## src/rtl/core_pkg.sv

```systemverilog
// Shared types and sizing helpers for the multi-cycle core sequencer.
package core_pkg;

  // Instruction phase walked by the sequencer.
  typedef enum logic [2:0] {
    FETCH,
    DECODE,
    EXEC,
    MEM,
    IO,
    WB,
    HALT
  } seq_state_t;

  // Kind of MEM/IO operation captured in EXEC, so MEM and IO never look at the decoder.
  typedef enum logic [1:0] {
    OP_LOAD,
    OP_STORE,
    OP_STDIN,
    OP_STDOUT
  } seq_op_t;

  localparam int DEFAULT_RAM_READ_LATENCY = 2;
  localparam int SEQ_WAIT_W = $clog2(DEFAULT_RAM_READ_LATENCY + 1);

  // Width of a counter that has to hold values 0..lat.
  function automatic int seq_wait_w(input int lat);
    return $clog2(lat + 1);
  endfunction

endpackage

```

## src/rtl/core_sequencer_seq_wait_counter.sv

```systemverilog
// Load-latency down-counter. start_i arms it; done_o is high once LAT cycles
// of MEM have been spent (the arming cycle itself is EXEC and is not counted).
module seq_wait_counter
  import core_pkg::*;
#(
  parameter int LAT = DEFAULT_RAM_READ_LATENCY
) (
  input  logic clk,
  input  logic rst,
  input  logic start_i,
  output logic done_o
);

  localparam int W = seq_wait_w(LAT);
  localparam logic [W-1:0] LOAD_VAL = W'(LAT - 1);

  logic [W-1:0] cnt_q;
  logic [W-1:0] cnt_d;

  // Next count: reload on start, otherwise run down to zero and stay there.
  always_comb begin
    cnt_d = cnt_q;
    if (start_i) begin
      cnt_d = LOAD_VAL;
    end else if (cnt_q != '0) begin
      cnt_d = cnt_q - 1'b1;
    end
  end

  // Count register with synchronous reset.
  always_ff @(posedge clk) begin
    // NOTE: state registers use non-blocking assignments so every flop samples pre-edge values.
    if (rst) begin
      cnt_q <= '0;
    end else begin
      cnt_q <= cnt_d;
    end
  end

  assign done_o = (cnt_q == '0);

endmodule

```

## src/rtl/core_sequencer.sv

```systemverilog
// Multi-cycle control FSM for the RV32I core: walks each instruction through
// FETCH/DECODE/EXEC/MEM/IO/WB and issues single-cycle strobes at the right time.
module core_sequencer
  import core_pkg::*;
#(
  parameter int RAM_READ_LATENCY = DEFAULT_RAM_READ_LATENCY,
  parameter int COUNT_WIDTH      = 32
) (
  input  logic                   clk,
  input  logic                   rst,
  input  logic                   imem_valid,
  input  logic                   dec_reg_write_enable,
  input  logic                   dec_ram_write_enable,
  input  logic                   dec_is_load,
  input  logic                   dec_stdin,
  input  logic                   dec_stdout_write_enable,
  input  logic                   dec_illegal,
  input  logic                   stdin_valid,
  input  logic                   stdout_ready,
  output logic                   imem_req,
  output logic                   ir_load,
  output logic                   pc_write,
  output logic                   reg_write_strobe,
  output logic                   ram_write_strobe,
  output logic                   stdin_pop,
  output logic                   stdout_valid,
  output logic                   halted,
  output logic [COUNT_WIDTH-1:0] retire_count
);

  seq_state_t             state_q, state_d;
  seq_op_t                op_q, op_d;
  logic [COUNT_WIDTH-1:0] retire_q, retire_d;
  logic                   wait_start;
  logic                   wait_done;

  seq_wait_counter #(
    .LAT (RAM_READ_LATENCY)
  ) u_wait (
    .clk     (clk),
    .rst     (rst),
    .start_i (wait_start),
    .done_o  (wait_done)
  );

  // Next-state and strobe decode; strobes are forced low while rst is asserted.
  always_comb begin
    // NOTE: every output of this block gets a default first, so no path can infer a latch.
    state_d          = state_q;
    op_d             = op_q;
    retire_d         = retire_q;
    wait_start       = 1'b0;
    imem_req         = 1'b0;
    ir_load          = 1'b0;
    pc_write         = 1'b0;
    reg_write_strobe = 1'b0;
    ram_write_strobe = 1'b0;
    stdin_pop        = 1'b0;
    stdout_valid     = 1'b0;
    halted           = 1'b0;

    unique case (state_q)
      FETCH: begin
        imem_req = 1'b1;
        if (imem_valid) begin
          ir_load = 1'b1;
          state_d = DECODE;
        end
      end
      DECODE: state_d = EXEC;
      EXEC: begin
        // Decoder is only trusted here and in WB; the operation kind is latched for MEM/IO.
        if (dec_illegal) begin
          state_d = HALT;
        end else if (dec_is_load) begin
          op_d       = OP_LOAD;
          wait_start = 1'b1;
          state_d    = MEM;
        end else if (dec_ram_write_enable) begin
          op_d    = OP_STORE;
          state_d = MEM;
        end else if (dec_stdin) begin
          op_d    = OP_STDIN;
          state_d = IO;
        end else if (dec_stdout_write_enable) begin
          op_d    = OP_STDOUT;
          state_d = IO;
        end else begin
          state_d = WB;
        end
      end
      MEM: begin
        if (op_q == OP_STORE) begin
          ram_write_strobe = 1'b1;
          state_d          = WB;
        end else if (wait_done) begin
          state_d = WB;
        end
      end
      IO: begin
        if (op_q == OP_STDIN) begin
          if (stdin_valid) begin
            stdin_pop = 1'b1;
            state_d   = WB;
          end
        end else begin
          stdout_valid = 1'b1;
          if (stdout_ready) begin
            state_d = WB;
          end
        end
      end
      WB: begin
        reg_write_strobe = dec_reg_write_enable;
        pc_write         = 1'b1;
        retire_d         = retire_q + 1'b1;
        state_d          = FETCH;
      end
      HALT: halted = 1'b1;
      default: state_d = FETCH;
    endcase

    if (rst) begin
      imem_req         = 1'b0;
      ir_load          = 1'b0;
      pc_write         = 1'b0;
      reg_write_strobe = 1'b0;
      ram_write_strobe = 1'b0;
      stdin_pop        = 1'b0;
      stdout_valid     = 1'b0;
      halted           = 1'b0;
      wait_start       = 1'b0;
    end
  end

  // State, latched operation kind and retire counter; reset wins over any phase.
  always_ff @(posedge clk) begin
    if (rst) begin
      state_q  <= FETCH;
      op_q     <= OP_LOAD;
      retire_q <= '0;
    end else begin
      state_q  <= state_d;
      op_q     <= op_d;
      retire_q <= retire_d;
    end
  end

  assign retire_count = retire_q;

endmodule
```

## config.mk

```make
export PLATFORM = sky130hd
export DESIGN_NAME = core_sequencer
export DESIGN_NICKNAME = d
export VERILOG_FILES = /design/src/rtl/core_pkg.sv /design/src/rtl/core_sequencer_seq_wait_counter.sv /design/src/rtl/core_sequencer.sv
export SDC_FILE = /design/constraint.sdc
export NUM_CORES = 1
export LEC_CHECK = 0
export BUFFER_PORTS_ARGS = -buffer_cell sky130_fd_sc_hd__buf_2
export CAP_MARGIN = 20
export CELL_PAD_IN_SITES_DETAIL_PLACEMENT = 0
export CELL_PAD_IN_SITES_GLOBAL_PLACEMENT = 1
export CORE_MARGIN = 2
export CORE_UTILIZATION = 38
export CTS_BUF_LIST = sky130_fd_sc_hd__clkbuf_16
export CTS_CLUSTER_SIZE = 25
export DETAILED_ROUTE_END_ITERATION = 6
export PLACE_DENSITY = 0.84
export SETUP_SLACK_MARGIN = 0.05
export SLEW_MARGIN = 40
export SYNTH_ARGS = -nofsm -noshare
export SYNTH_HDL_FRONTEND = slang
export SYNTH_SLANG_ARGS = --single-unit
```

## constraint.sdc

```tcl
create_clock -name clk -period 2.2 [get_ports clk]
set_input_delay 0.33 -clock clk [delete_from_list [all_inputs] [get_ports clk]]
set_output_delay 0.33 -clock clk [all_outputs]
set_load 0.02 [all_outputs]
```

==> impl_metrics.toml <==
[logic_synthesis]
ys_warn_count = 0
synth_top_area_cell = "dfxtp_1"
synth_area_um2 = 1930
ys_seq_elements = 39
synthTopCellsByCount = "39 x dfxtp_1, 34 x nor2_1, 18 x nand2_1"
async_reset_ff_share_pct = 0
syn_nets = 247
postSynthAreaPerCell_um2 = 8.23
ys_types = 40
synth_edf_count = 0
synth.most_common_cell = "dfxtp_1"
syn_inst = 234
synth.yosys.seq_area_share_pct = 40.5
synthFlopType = "dfxtp_1"
synth_top_cell_area_share_pct = 40.5
netlist_top_cells_area = "dfxtp_1 41%, nor2_1 6.6%, xnor2_1 5.5%"

[cells_and_area]
drive_gt1_share_pct = 27.9
nNetsFinal = 306
syn2layout_area_growth_pct = 27.9
diodes = 0
design_area_um2 = 2460
nFillCells = 482

[critical_path]
start_kind = "flop"
crit_family = "simple AND/OR/NAND/NOR gates"
rrSetupSlack_ns = 0.22
reg2reg_from = "retire_count[5]"
crit_path_max_incr_delay_ns = 0.62
path_cells = "and4_4 -> nand4_1 -> or4_1 -> or3_1 -> a21oi_1"
criticalPathCategory = "reg2reg"
cp-end-kind = "flop"
worstPathArrival_ns = 2.19
cpMaxStageDelayCell = "or4_1"
worst-path-buf-inv = 0
worstPathRequired_ns = 2.41
r2r-end = "retire_count[30]"
cp_max_fo = 8
r2r_cells = 5

[worst_hold_path]
hp-class = "in2reg"
hold-path-cell-count = 2
min-delay-start = "dec_is_load"
holdPathEnd = "u_wait.cnt_q[1]"

[sta]
fmax_mhz = 504
finClkSkew_ns = 0.00412
maxSlewHeadroom_pct = 64.8
worstMarginPinSlew_ns = 0.527
finalHoldViolCount = 0
rsz0062_at_grt = "no"
fin_crit_ns = 1.98
finalSetupTns_ns = 0
fin_crit_sh_pct = 90.2
setup_viol = 0
slew_viol_final = 0
hold_slack_ns = 0.279

[detailed_routing]
ant_nets = 0
firstDrtPassIters = 4
via_per_inst = 4.94
postRouteWirelength_mm = 4.21
drtIter0Drc = 65
drc = 0
vias = 1784
wl_per_cell_um = 11.7

[grt]
grt_max_degree = 29
grt-ovfl-total = 0
grt_use_total_pct = 15.5
grt_pass1_wl_mm = 6.74
antenna_found_initial = 0
grt_pass1_vias = 1514

[pwr]
internal_power_mw = 1.42
leakagePower_nw = 1.03
seq_power_share_pct = 39.9
power_density_nw_per_um2 = 777
power.switching_mw = 0.494
ir_drop_mv = 0.568
switching_share_pct = 25.8
clockPowerShare_pct = 41.6
combPwrFrac_pct = 18.5

[clock_network]
ctsHtreeMaxLevel = 2
cts_buffers = 5
clk_latency_ns = 0.28
cts_buffer_depth = 2
clk_pin_slew_ns = 0.06
clk_root_buffer_cell = "clkbuf_16"
cts_tree = "yes"
clock_sinks = 39
cts_hold_buf = 0

[flow_run]
max_cap_viol_count = 0

[floorplan]
placementRows = 25
dieHeight_um = 75.2
fp.dieW_um = 75.2
ios = 51
start_util_pct = 40.0
coreArea_um2 = 4820
fp.dieArea_um2 = 5660

[status]
status = "complete, no violations"

[placement]
placed_area_um2 = 2300
numPortBuffers = 50
dpl.hpwl_mm = 3.11
place.gp.congestion = 0.777
==> final cells by class <==
cell class | instances | area, um2 | share of cell area, %
clock inverters | 3 | 38.8 | 1.57
inverters | 10 | 37.5 | 1.52
clock buffers | 5 | 125 | 5.08
repair buffers | 63 | 348 | 14.1
well taps | 67 | 83.8 | 3.40
multi-input cells | 174 | 1050 | 42.6
flip-flops and latches | 39 | 781 | 31.7
==> logic make-up (layout without fill, tap and decap cells) <==
| family | Yosys count | in the layout | share of synthesized area [%] |
|---|---|---|---|
| simple gates | 109 | 109 | 31.4 |
| flops | 39 | 39 | 40.5 |
| buf+inv | 21 | 81 | 5.20 |
| fa+ha+maj | 2 | 2 | 1.30 |
| compound gates | 41 | 41 | 11.6 |
| xor+xnor | 22 | 22 | 10.0 |
==> placed cells by master (no fill, tap or decap), drive strengths merged, types with 3 or more instances in the layout <==
master,n
buf,63
dfxtp,39
nor2,34
nand2,18
o21ai,18
a21oi,16
xnor2,12
inv,10
xor2,10
or3,10
nand3,10
and2,6
and4,6
clkbuf,5
nand4,5
nor3b,3
nor3,3
==> flip-flops by register name, indices dropped and copies added (netlist names) <==
signal	flops
state_q	3
u_wait.cnt_q	2
retire_count	32
op_q	2
==> worst max-delay path by stage <==
| stage | from | to | cells after the start |
|---|---|---|---|
| after floorplan | retire_count[3] | retire_count[31] | 6 |
| after global placement | retire_count[14] | retire_count[31] | 5 |
| after detailed placement | retire_count[14] | retire_count[31] | 5 |
| after CTS | retire_count[14] | retire_count[29] | 5 |
| after global routing | retire_count[5] | retire_count[28] | 5 |
| final | retire_count[5] | retire_count[30] | 5 |
==> stage by stage <==
| stage | utilization (%) | cells | worst slack, ns | total power, mW |
|---|---|---|---|---|
| after floorplan | - | 234 | 0.135 | 1.04 |
| after global placement | 47.7 | 353 | 0.206 | 1.13 |
| after detailed placement | 47.7 | 353 | 0.174 | 1.13 |
| after CTS | 51.1 | 361 | 0.158 | 1.93 |
| after global routing | 51.1 | 361 | 0.0846 | 2.01 |
| final | 51.1 | 361 | 0.216 | 1.92 |
==> what timing repair did <==
action | 4_1_cts | 5_1_grt
setup endpoints to repair | 0 | 1
resized for setup | 0 | 1
setup buffers | 0 | 0
==> routing by layer <==
| layer | track usage, % | routed length (um) |
|---|---|---|
| met5 | 0 | 0 |
| met4 | 3.51 | 27 |
| met3 | 4.95 | 184 |
| met2 | 24.5 | 1920 |
| met1 | 20.9 | 2080 |
==> power groups by stage <==
stage	combinational, mW	sequential [mW]	clock (mW)
6_report	0.354	0.764	0.797
5_1_grt	0.399	0.768	0.845
4_1_cts	0.356	0.765	0.811
2_1_floorplan	0.258	0.784	0
3_5_place_dp	0.352	0.780	0
3_3_place_gp	0.351	0.779	0
No activity file was read; power rests on OpenSTA's default activity.
